==> src/rtl/dpram_port_b_requester.sv <==
// Port B master for the dual-port RAM: takes one client request at a time, issues it,
// retries while Port A holds the address (busy_B), and returns data or an error.
module dpram_port_b_requester #(
   parameter int ADDR_W    = 10,
   parameter int DATA_W    = 8,
   parameter int MAX_RETRY = 15
) (
   input  logic              clk,
   input  logic              rst,
   input  logic              req_valid,
   output logic              req_ready,
   input  logic              req_we,
   input  logic [ADDR_W-1:0] req_addr,
   input  logic [DATA_W-1:0] req_wdata,
   output logic              rsp_valid,
   input  logic              rsp_ready,
   output logic [DATA_W-1:0] rsp_rdata,
   output logic              rsp_err,
   output logic [7:0]        rsp_retries,
   output logic              ram_we_B,
   output logic [ADDR_W-1:0] ram_addr_B,
   output logic [DATA_W-1:0] ram_din_B,
   input  logic [DATA_W-1:0] ram_dout_B,
   input  logic              ram_busy_B
);

   typedef enum logic [1:0] {IDLE, ISSUE, CHECK, RESP} state_t;

   localparam logic [7:0] MAX_R = 8'(MAX_RETRY);

   state_t              state_q, state_d;
   logic [7:0]          cnt_q, cnt_d;
   logic                we_l_q, we_l_d;
   logic [ADDR_W-1:0]   addr_l_q, addr_l_d;
   logic [DATA_W-1:0]   wdata_l_q, wdata_l_d;
   logic                req_ready_q, req_ready_d;
   logic                rsp_valid_q, rsp_valid_d;
   logic                rsp_err_q, rsp_err_d;
   logic [DATA_W-1:0]   rsp_rdata_q, rsp_rdata_d;
   logic                ram_we_q, ram_we_d;
   logic [ADDR_W-1:0]   ram_addr_q, ram_addr_d;
   logic [DATA_W-1:0]   ram_din_q, ram_din_d;

   always_comb begin
      state_d     = state_q;
      cnt_d       = cnt_q;
      we_l_d      = we_l_q;
      addr_l_d    = addr_l_q;
      wdata_l_d   = wdata_l_q;
      rsp_valid_d = rsp_valid_q;
      rsp_err_d   = rsp_err_q;
      rsp_rdata_d = rsp_rdata_q;
      ram_we_d    = 1'b0;
      ram_addr_d  = ram_addr_q;
      ram_din_d   = ram_din_q;
      unique case (state_q)
         IDLE: begin
            if (req_valid && req_ready_q) begin
               we_l_d     = req_we;
               addr_l_d   = req_addr;
               wdata_l_d  = req_wdata;
               cnt_d      = '0;
               ram_we_d   = req_we;
               ram_addr_d = req_addr;
               ram_din_d  = req_wdata;
               state_d    = ISSUE;
            end
         end
         // Address stays on the bus in CHECK so the RAM does a harmless read.
         ISSUE: state_d = CHECK;
         CHECK: begin
            if (!ram_busy_B) begin
               rsp_rdata_d = we_l_q ? '0 : ram_dout_B;
               rsp_err_d   = 1'b0;
               rsp_valid_d = 1'b1;
               state_d     = RESP;
            end else if (cnt_q < MAX_R) begin
               cnt_d    = cnt_q + 8'd1;
               ram_we_d = we_l_q;
               state_d  = ISSUE;
            end else begin
               rsp_rdata_d = '0;
               rsp_err_d   = 1'b1;
               rsp_valid_d = 1'b1;
               state_d     = RESP;
            end
         end
         RESP: begin
            if (rsp_ready) begin
               rsp_valid_d = 1'b0;
               state_d     = IDLE;
            end
         end
         default: state_d = IDLE;
      endcase
      req_ready_d = (state_d == IDLE);
   end

   always_ff @(posedge clk or posedge rst) begin
      if (rst) begin
         state_q     <= IDLE;
         cnt_q       <= '0;
         we_l_q      <= 1'b0;
         addr_l_q    <= '0;
         wdata_l_q   <= '0;
         req_ready_q <= 1'b0;
         rsp_valid_q <= 1'b0;
         rsp_err_q   <= 1'b0;
         rsp_rdata_q <= '0;
         ram_we_q    <= 1'b0;
         ram_addr_q  <= '0;
         ram_din_q   <= '0;
      end else begin
         state_q     <= state_d;
         cnt_q       <= cnt_d;
         we_l_q      <= we_l_d;
         addr_l_q    <= addr_l_d;
         wdata_l_q   <= wdata_l_d;
         req_ready_q <= req_ready_d;
         rsp_valid_q <= rsp_valid_d;
         rsp_err_q   <= rsp_err_d;
         rsp_rdata_q <= rsp_rdata_d;
         ram_we_q    <= ram_we_d;
         ram_addr_q  <= ram_addr_d;
         ram_din_q   <= ram_din_d;
      end
   end

   assign req_ready   = req_ready_q;
   assign rsp_valid   = rsp_valid_q;
   assign rsp_err     = rsp_err_q;
   assign rsp_rdata   = rsp_rdata_q;
   assign rsp_retries = cnt_q;
   assign ram_we_B    = ram_we_q;
   assign ram_addr_B  = ram_addr_q;
   assign ram_din_B   = ram_din_q;

endmodule

==> config.mk <==
export PLATFORM = sky130hd
export DESIGN_NAME = dpram_port_b_requester
export DESIGN_NICKNAME = d
export VERILOG_FILES = /design/src/rtl/dpram_port_b_requester.sv
export SDC_FILE = /design/constraint.sdc
export NUM_CORES = 1
export LEC_CHECK = 0
export CAP_MARGIN = 20
export CORE_ASPECT_RATIO = 0.8
export CORE_UTILIZATION = 30
export CTS_CLUSTER_SIZE = 20
export DETAILED_ROUTE_END_ITERATION = 10
export GPL_TIMING_DRIVEN = 0
export PLACE_DENSITY = 0.6
export RECOVER_POWER = 25
export SYNTH_ARGS = -nofsm -noshare
export SYNTH_HDL_FRONTEND = slang
export SYNTH_SLANG_ARGS = --single-unit
==> constraint.sdc <==
create_clock -name clk -period 3.2 [get_ports clk]
set_clock_uncertainty 0.2 [all_clocks]
set_input_delay 0.96 -clock clk [delete_from_list [all_inputs] [get_ports clk]]
set_output_delay 0.96 -clock clk [all_outputs]
set_load 0.05 [all_outputs]
=== After elaboration in Yosys (flattened, before gate mapping) ===
Cells that the tools add are included.

* Register bits: 41
* Input port bits: 32
* Output and inout port bits: 38
* Word-level logic and storage cells: 51

* Add/sub/neg operators: 1
* Magnitude comparators: 1
* Equal/unequal tests: 9
* Muxes and demuxes: 21
* Reductions and logical operators: 9

{| class="wikitable"
|+ Operator list
! operator !! count
|-
| $mux 8 || 6
|-
| $pmux 8 s2 || 1
|-
| $ne 2x2->1 const B || 5
|-
| $add 8x1->8 const B || 1
|-
| $lt 8x4->1 const B || 1
|-
| $mux 2 || 4
|-
| $pmux 2 s4 || 1
|-
| $mux 1 || 7
|-
| $eq 2x2->1 const B || 2
|-
| $logic_not 2->1 || 2
|-
| $pmux 1 s2 || 2
|-
| $reduce_and 2->1 || 2
|-
| $reduce_and 4->1 || 1
|-
| $reduce_bool 2->1 || 2
|-
| $ne 3x3->1 const B || 1
|-
| $reduce_and 3->1 || 1
|-
| $eq 2x1->1 const B || 1
|-
| $logic_and 1x1->1 || 1
|}

=== Logic depth before layout (Yosys ltp) ===
* Word-level depth: 5
* Mapped depth: 6
* Mapped depth without buffers: 5

=== Least setup slack after synthesis ===
No wires, ideal clock.

* Path kind: register to register
* From: reg cnt_q[4] (netlist: rsp_retries[4])
* To: reg cnt_q[2] (netlist: rsp_retries[2])
* Library setup time: 125 ps
* Data arrival time: 2171 ps
* Required time: 2875 ps
* Setup slack: 704 ps
* Cell stages (with the launch flop): 5
* Buffers on the path: 0
* Period minus slack after synthesis: 2496 ps
* Cell sequence: dfrtp_1 or4_4 o21a_1 or4b_4 mux2_4

* Cells in the longest elaborated chain, start to end: 3

{| class="wikitable"
|+ RTL lines
! element !! line !! RTL
|-
| start, declared || 32 || <nowiki>logic [7:0] cnt_q, cnt_d;</nowiki>
|-
| start signal, assigned || 115 || <nowiki>cnt_q <= cnt_d;</nowiki>
|-
| $lt 8x4->1 || 77 || <nowiki>end else if (cnt_q < MAX_R) begin</nowiki>
|-
| $ne 2x2->1 (no source line) || n/a ||
|-
| $reduce_and 4->1 (no source line) || n/a ||
|}

No other way between the ends.
A chain may end at the register's enable or synchronous reset.

=== Worst setup path after layout ===
* From: in req_valid
* To: reg ram_addr_q[7] (netlist: ram_addr_B[7])

* Cells in the longest elaborated chain, start to end: 2

{| class="wikitable"
|+ RTL lines
! element !! line !! RTL
|-
| start, declared || 10 || <nowiki>input logic req_valid,</nowiki>
|-
| $logic_and 1x1->1 || 58 || <nowiki>if (req_valid && req_ready_q) begin</nowiki>
|-
| $reduce_and 2->1 (no source line) || n/a ||
|-
| end signal, assigned || 124 || <nowiki>ram_addr_q <= ram_addr_d;</nowiki>
|-
| end, declared || 41 || <nowiki>logic [ADDR_W-1:0] ram_addr_q, ram_addr_d;</nowiki>
|}

No other way between the ends.

==> metrics <==
outcome finished with violations; failing checks DRC, capacitance limit, slew limit; htree depth 2; Worst-path clk slew 0.07 ns; CTS Root Cell clkbuf_8; largest net degree at the start of global routing 42; Setup TNS Final 0 ns; DP Area 2394 sq um; Crit. End Element flop; share of the synthesized area in the top cell type 0.6313; Syn Area/Cell 13.21 sq um; Sw Share 0.4481; initial DRC count 66; clock power share 0.147; CP top delay family buffers and inverters; critical path's slowest cell dlygate4sd3_1; top-count cell post-synth dfrtp_1; share of layout cells above drive strength 1 0.1256; RD Place Congestion 0.6969; Syn Inst Count 123; drt total wl 3.797 mm; post-CTS setup buffers 0; slew of the pin with the lowest slew margin 1.534 ns; Rows 23; first-pass GRT wire length 6.030 mm; synth warn 0; critical path arrival 2.74 ns; per-cell routed wire length 14.55 um; Die Area 5718 sq um; Top-Level Pins 70; first-pass iteration count of the detailed router 7; asr flop ratio synth 1.000; Seq pwr share 0.309; Worst-Skew Late Latency 0.29 ns; RR Startpoint rsp_retries[4]; global-route usage over all layers 0.1393; fmax 359.9 MHz; CP Buf/Inv Count 2; Area contributors post-synth dfrtp_1, mux2_2, a22o_1; power density cells 1077 nW/um^2; Remaining DRCs 4; Max-Cap Viols 1; via count 1210; ANT nets after route 0; I/O Buffers 69; Worst path max stage delay 0.52 ns; final count of pins violating max slew 42; initial antenna violation count 0; final setup violation count 0; fin nets 232; ys flop type dfrtp_1; placed cells 254; DP HPWL 2.813 mm; hold_sp ram_din_B[2]; startpoint types primary input; CP Cell Sequence dlygate4sd3_1, nand2_1, nor2_1, clkbuf_1, mux2_2; switching power 1.203 mW; post_cts resized 0; RSZ-0062 raised after global routing no; EDFF count, synth 0; vias per std cell 4.636; cell taking the most area after synthesis dfrtp_1; Die W 84.29 um; Tcrit/Tclk final 0.8684; type of the worst min-delay path reg -> reg; final critical-path required period 2.779 ns; leakage power 1.096 nW; most common library cells after synthesis dfrtp_1, mux2_2, nand2_1, a22o_1; height of the die 67.84 um; mapped cell area 1625 sq um; #FFs+latches synth 41; Hold Vio Cnt, Final 0; vias in the first global route 1249; critical path launch point req_valid; Seq/Total Area, Yosys 0.6313; critical path type in -> reg; Clock Sinks 41; worst path required time 3.17 ns; Fillers 468; maximum ir drop on the vdd rail 0.5367 mV; design area 2494 sq um; Syn Nets 156; combinational share of power 0.544; initial core utilization 0.3173; internal power 1.482 mW; # hold bufs at CTS 0; Longest Clk Path Bufs 2; Inserted Diodes 0; crit-path max FO 10; pre-CTS setup slack 0.1718 ns; CTS tree done; Unique masters post-synth 26; total gr overflow 0; Relative slew margins -0.02373; setup slack after layout 0.4213 ns; Area Growth Syn to Fin 53.43%; Num CTS Buffers 5; final std cells w/o fill 261; core outline area 5122 sq um
[state kept, by name (all words and copies together) (netlist names)]
| signal | cells |
|---|---|
| we_l_q | 1 |
| ram_addr_B | 10 |
| state_q | 2 |
| ram_din_B | 8 |
| req_ready | 1 |
| rsp_valid | 1 |
| rsp_err | 1 |
| ram_we_B | 1 |
| rsp_rdata | 8 |
| rsp_retries | 8 |
[layer usage]
metal,track usage,vias to the layer above,wire [um]
li1,-,577,-
met2,0.2162,39,1777
met1,0.1778,592,1712
met4,0.04526,0,10
met5,0,-,0
met3,0.05911,2,296
[final timing paths]
kind / cells past startpoint / endpoint / slack, ns
max: 5 / ram_addr_B[7] / 0.42
min: 1 / ram_din_B[2] / 0.29
max reg2reg: 4 / rsp_retries[2] / 0.85
min reg2reg: 1 / ram_din_B[2] / 0.29
max in group asynchronous: 2 / ram_addr_B[7] / 0.66
min in group asynchronous: 2 / req_ready / 1.24
[cells by family (layout without fill, tap and decap cells)]
| group | Yosys count | in the layout | share of synthesized area |
|---|---|---|---|
| fa+ha+maj | 1 | 1 | 0.007697 |
| flops | 41 | 41 | 0.6313 |
| simple gates | 38 | 38 | 0.1232 |
| compound gates | 15 | 15 | 0.07391 |
| mux | 21 | 21 | 0.1478 |
| buf+inv | 7 | 83 | 0.01617 |
[through the flow]
stage | utilization | hold WS [ns] | power [mW]
after global placement | 0.4673 | 0.2655 | 2.281
after CTS | 0.4875 | 0.2958 | 2.722
after floorplan | - | 0.2690 | 1.803
after global routing | 0.4868 | 0.3114 | 2.824
after detailed placement | 0.4673 | 0.2805 | 2.310
final | 0.4868 | 0.2856 | 2.685
[cell type report]
type / count / area, sq um / area share
clock inverters: 2 / 35.03 / 0.01405
flip-flops and latches: 41 / 1026 / 0.4114
multi-input cells: 75 / 569.3 / 0.2283
inverters: 2 / 7.507 / 0.003011
well taps: 62 / 77.57 / 0.03111
plain buffers: 5 / 18.77 / 0.007526
clock buffers: 5 / 68.82 / 0.02760
repair buffers: 69 / 690.7 / 0.2770
[power by group through the flow]
stage / logic [mW] / registers, mW / clock network (mW)
finish: 1.46 / 0.830 / 0.395
detailed placement: 1.47 / 0.838 / 0
CTS: 1.47 / 0.833 / 0.415
global route: 1.54 / 0.858 / 0.429
floorplan: 0.329 / 1.47 / 0
global placement: 1.45 / 0.830 / 0
[cell usage in the layout (no fill, tap or decap), drive strengths merged, types with 2 or more instances in the layout]
master         count
a22o               8
a21oi              2
dfrtp             41
inv                2
nand3              2
nor2               6
and2               6
clkbuf            10
nand2             14
clkdlybuf4s50     68
or2                2
o21a               2
mux2              21
or4b               2
(Power assumes the default switching activity.)
